--- config.mk ---
export PLATFORM = sky130hd
export DESIGN_NAME = pipeline_hazard_ctrl
export DESIGN_NICKNAME = d
export VERILOG_FILES = /design/src/rtl/pipeline_hazard_ctrl.sv
export SDC_FILE = /design/constraint.sdc
export NUM_CORES = 1
export LEC_CHECK = 0
export CORE_MARGIN = 10
export CORE_UTILIZATION = 40
export DETAILED_ROUTE_END_ITERATION = 8
export GPL_TIMING_DRIVEN = 1
export PLACE_DENSITY_LB_ADDON = 0.08
export SYNTH_ARGS = -nofsm -noshare
export SYNTH_HDL_FRONTEND = slang
export SYNTH_SLANG_ARGS = --single-unit
--- constraint.sdc ---
create_clock -name clk -period 3.2 [get_ports clk]
set_input_delay 0.64 -clock clk [delete_from_list [all_inputs] [get_ports clk]]
set_output_delay 0.64 -clock clk [all_outputs]
set_load 0.02 [all_outputs]
--- src/rtl/pipeline_hazard_ctrl.sv ---
// Pipeline hazard controller: memory-wait hold, timeout error, branch flush and load-use stall.
// Control outputs are combinational from state and inputs; state/counters update on the rising edge.
module pipeline_hazard_ctrl #(
  parameter int CNT_W       = 16,
  parameter int MEM_TIMEOUT = 255
) (
  input  logic             clk,
  input  logic             rst,
  input  logic [4:0]       ID_RS1,
  input  logic [4:0]       ID_RS2,
  input  logic [4:0]       ID_EX_RD,
  input  logic             ID_EX_MemRead,
  input  logic             branch_taken,
  input  logic             mem_req,
  input  logic             mem_ready,
  output logic             PC_write,
  output logic             IF_ID_write,
  output logic             ID_EX_bubble,
  output logic             IF_ID_flush,
  output logic             pipe_hold,
  output logic             mem_err,
  output logic [1:0]       state,
  output logic [CNT_W-1:0] stall_count
);

  localparam int WAIT_W = (MEM_TIMEOUT < 1) ? 1 : $clog2(MEM_TIMEOUT + 1);
  localparam logic [WAIT_W-1:0] WAIT_MAX = WAIT_W'(MEM_TIMEOUT);

  typedef enum logic [1:0] {
    ST_RUN  = 2'b00,
    ST_WAIT = 2'b01,
    ST_ERR  = 2'b10
  } state_t;

  state_t            state_q, state_d;
  logic [WAIT_W-1:0] wait_cnt_q, wait_cnt_d;
  logic              mem_err_q, mem_err_d;
  logic [CNT_W-1:0]  stall_cnt_q, stall_cnt_d;

  logic hold_c;
  logic load_use_c;
  logic load_use_stall_c;

  always_ff @(posedge clk or posedge rst) begin
    if (rst) begin
      state_q     <= ST_RUN;
      wait_cnt_q  <= '0;
      mem_err_q   <= 1'b0;
      stall_cnt_q <= '0;
    end else begin
      state_q     <= state_d;
      wait_cnt_q  <= wait_cnt_d;
      mem_err_q   <= mem_err_d;
      stall_cnt_q <= stall_cnt_d;
    end
  end

  always_comb begin
    state_d    = state_q;
    wait_cnt_d = wait_cnt_q;
    mem_err_d  = mem_err_q;
    case (state_q)
      ST_RUN: begin
        if (mem_req && !mem_ready) begin
          state_d    = ST_WAIT;
          wait_cnt_d = '0;
        end
      end
      ST_WAIT: begin
        if (mem_ready) begin
          state_d = ST_RUN;
        end else if (wait_cnt_q >= WAIT_MAX) begin
          state_d   = ST_ERR;
          mem_err_d = 1'b1;
        end else begin
          wait_cnt_d = wait_cnt_q + WAIT_W'(1);
        end
      end
      ST_ERR: begin
        mem_err_d = 1'b1;
      end
      default: begin
        state_d = ST_RUN;
      end
    endcase
  end

  // Hold outranks branch and load-use: EX is frozen, so both are re-seen on release.
  always_comb begin
    hold_c = 1'b0;
    case (state_q)
      ST_RUN:  hold_c = mem_req && !mem_ready;
      ST_WAIT: hold_c = !mem_ready;
      ST_ERR:  hold_c = 1'b1;
      default: hold_c = 1'b0;
    endcase

    load_use_c = ID_EX_MemRead && (ID_EX_RD != 5'd0) &&
                 ((ID_EX_RD == ID_RS1) || (ID_EX_RD == ID_RS2));
    load_use_stall_c = !hold_c && !branch_taken && load_use_c;

    PC_write     = 1'b1;
    IF_ID_write  = 1'b1;
    ID_EX_bubble = 1'b0;
    IF_ID_flush  = 1'b0;
    pipe_hold    = 1'b0;

    if (rst) begin
      PC_write     = 1'b0;
      IF_ID_write  = 1'b0;
      ID_EX_bubble = 1'b1;
      IF_ID_flush  = 1'b1;
    end else if (hold_c) begin
      PC_write    = 1'b0;
      IF_ID_write = 1'b0;
      pipe_hold   = 1'b1;
    end else if (branch_taken) begin
      ID_EX_bubble = 1'b1;
      IF_ID_flush  = 1'b1;
    end else if (load_use_stall_c) begin
      PC_write     = 1'b0;
      IF_ID_write  = 1'b0;
      ID_EX_bubble = 1'b1;
    end

    stall_cnt_d = stall_cnt_q;
    if ((hold_c || load_use_stall_c) && (stall_cnt_q != '1)) begin
      stall_cnt_d = stall_cnt_q + CNT_W'(1);
    end
  end

  assign mem_err     = mem_err_q;
  assign state       = state_q;
  assign stall_count = stall_cnt_q;

endmodule

==> results.md <==
* # fillers at 338
* Tmin final at 3.085 ns
* Final ANT Viol Nets at 0
* Crit path DAT at 2.45 ns
* Top FF cell, synth: dfrtp_1
* Post-synth ARST share at 100.0%
* Root Buffer: clkbuf_8
* Syn. warnings at 0
* Net Sw Frac at 22.09%
* ANT cells at 0
* Static leakage at 0.9588 nW
* Hold Startpoint: stall_count[7]$_DFFE_PP0P_
* Final GP Congestion at 0.7349
* RSZ-0062 raised after global routing: no
* H-tree levels at 1
* Initial cell density of the core at 41.32%
* Clock Power Share at 32.2%
* Area of the mapped netlist at 1513 sq um
* Synth Area per Inst at 9.823 sq um
* Vias in the first global route at 1,345
* Flop-to-flop setup slack at 1.01 ns
* Final setup TNS at 0 ns
* Dpl hpwl at 3034 um
* Run status: complete, no violations
* Post-synthesis to final-layout area growth at 37.55%
* Worst-Margin Slew at 0.7308 ns
* RR Startpoint: stall_count[0]$_DFFE_PP0P_
* Clock buffer depth at 2
* Fin crit share at 96.42%
* DR DRC count at 0
* Initial DRC Count at 59
* Core Footprint at 3661 sq um
* Final setup viols at 0
* Worst Skew at 0.002562 ns
* Worst-Skew Late Latency at 0.27 ns
* Detailed Route WL at 3818 um
* Number of synthesized flops with an enable pin at 0
* CTS tree: done
* Clock Sinks at 27
* Crit. Startpoint: ID_EX_RD[1]
* CTS Buf Count at 3
* Reg2reg end: stall_count[1]$_DFFE_PP0P_
* Vias/cell at 5.102
* Sequential cell area at 675.6 sq um
* Clock Pin Slew Worst Setup and Hold Paths at 0.09 ns
* Pint at 465.2 uW
* Relative slew slack at 51.17%
* Die width at 81.50 um
* Logic pwr share at 10.8%
* Fin. max-slew vios at 0
* Critical path required time at 2.56 ns
* Final global-route overflow total at 0
* Upper clock frequency limit at 0.3241 GHz
* Max_cap viols at 0
* Worst vdd ir at 0.2874 mV
* Die height at 81.50 um
* Mapped Cells at 154
* CP endpoint kind: primary output
* Post CTS Setup Buffer Count at 0
* Min-delay worst type: reg2reg
* Final hold vios at 0
* Power per cell area at 287.0 nW/um^2
* Die ar. at 6641 sq um
* Worst-case reg-to-reg path depth at 6
* Layout cells sized above 1 at 11.11%
* Synth cell types at 42
* Footprint of the multi-input gates at 798.3 sq um
* Initial antenna violation count at 0
* Post-synthesis sequential area ratio at 44.67%
* Num ports at 45
* Hold endpoint: stall_count[7]$_DFFE_PP0P_
* Sw power at 131.9 uW
* Vias at 1,301
* # rows at 22
* Worst-path maximum fanout at 3
* Wirelength per Cell at 14.97 um
* First-pass GRT wire length at 6327 um
* Pwr Total at 597.1 uW
* Sequential share of power at 57.1%
* Fin nets at 231
* Pin count of the biggest net entering global routing at 28
* Global-route usage over all layers at 12.14%
* Yosys reg bits at 27
* First-pass DRT Iterations at 4
* Hold Slack at 0.4929 ns
* WS Path Type: in2out
* Worst setup SP type: input port
* Hold Path Stages at 1
* Syn Nets at 177
* Number of port buffers at 44
==> logic make-up after synthesis <==
logic type	after synthesis	synth area share, %
compound gates	20	9.347
xor+xnor	26	15.05
fa+ha+maj	2	1.654
buf+inv	6	2.564
flops	27	44.67
mux	2	1.737
simple gates	71	24.98
==> sequential cells by signal (all words and copies together) (netlist names) <==
| signal | cells |
|---|---|
| mem_err | 1 |
| state | 2 |
| wait_cnt_q | 8 |
| stall_count | 16 |
==> synth_stat cells (all sizes together), types with 2 or more instances <==
cell	instances	share of area, %
xnor2	2	1.2
dfrtp	27	45
a21o	2	0.99
or2	2	0.83
nand2	18	4.5
nor2	19	4.7
ha	2	1.7
o21ai	7	2.6
xor2	24	14
o21a	2	0.99
and4	3	1.7
or3	2	0.83
nand3	3	0.99
mux2	2	1.7
buf	3	1.8
a21oi	3	0.99
nor4	2	0.83
nand4	7	3.9
and3	4	1.7
inv	3	0.74
nor3	5	2.0
==> power by group through the flow <==
| stage | logic, mW | clock network [mW] | registers (mW) |
|---|---|---|---|
| floorplan | 0.0228 | 0 | 0.348 |
| global placement | 0.0647 | 0 | 0.348 |
| detailed placement | 0.0654 | 0 | 0.348 |
| CTS | 0.0653 | 0.200 | 0.341 |
| global route | 0.0703 | 0.216 | 0.341 |
| finish | 0.0642 | 0.192 | 0.341 |
==> critical path: stages <==
cell and delay [ns]:
clkdlybuf4s50_1 0.46, or4_1 0.55, o21ai_2 0.14, buf_4 0.13, nor2_1 0.04, a21o_1 0.16, dlygate4sd2_1 0.32
==> cells in the final DEF (no fill, tap or decap), types with 2 or more instances in the layout <==
cell and instances:
nand2_1 18, and3_1 3, nand3_1 3, nor2_1 19, clkbuf_2 2, a21oi_1 3, xnor2_1 2, dfrtp_1 27
or3_1 2, inv_1 2, o21a_1 2, nor3_1 4, and4_1 3, buf_4 8, xor2_1 24, o21ai_0 6
a21o_1 2, clkbuf_8 3, nor4_1 2, clkdlybuf4s50_1 41, nand4_1 6, ha_1 2
==> per-stage QoR <==
step	instances	worst slack (ns)	area, sq um	utilization (%)
after global placement	251	-0.1714	2046	55.88
after floorplan	154	0.5303	1513	-
final	255	0.1146	2081	56.84
after global routing	255	0.005345	2081	56.84
after CTS	255	0.08858	2088	57.04
after detailed placement	251	-0.1880	2046	55.88
==> cell type report <==
class / instances / share of cell area, %
Clock inverter: 1 / 0.2405
Multi-Input combinational cell: 121 / 38.36
Inverter: 3 / 0.5412
Sequential cell: 27 / 32.47
Timing Repair Buffer: 52 / 23.51
Tap cell: 48 / 2.886
Clock buffer: 3 / 1.984
==> per-layer routing <==
metal | up-vias | track usage, % | wire length (um)
met3 | 2 | 4.258 | 226
met4 | 0 | 3.114 | 24
li1 | 642 | - | -
met5 | - | 0 | 0
met2 | 23 | 23.06 | 2078
met1 | 634 | 12.25 | 1488
==> worst max-delay path by stage <==
stage,end,slack (ns)
detailed placement,IF_ID_write,-0.19
global placement,IF_ID_write,-0.17
global route,ID_EX_bubble,0.005
floorplan,PC_write,0.53
finish,ID_EX_bubble,0.11
CTS,IF_ID_write,0.09
==> what timing repair did <==
action	in CTS	in global routing
endpoints found under the setup margin	3	2
hold buffers	0	0
pin swaps	0	0
resized for setup	3	4
(Power assumes the default switching activity.)
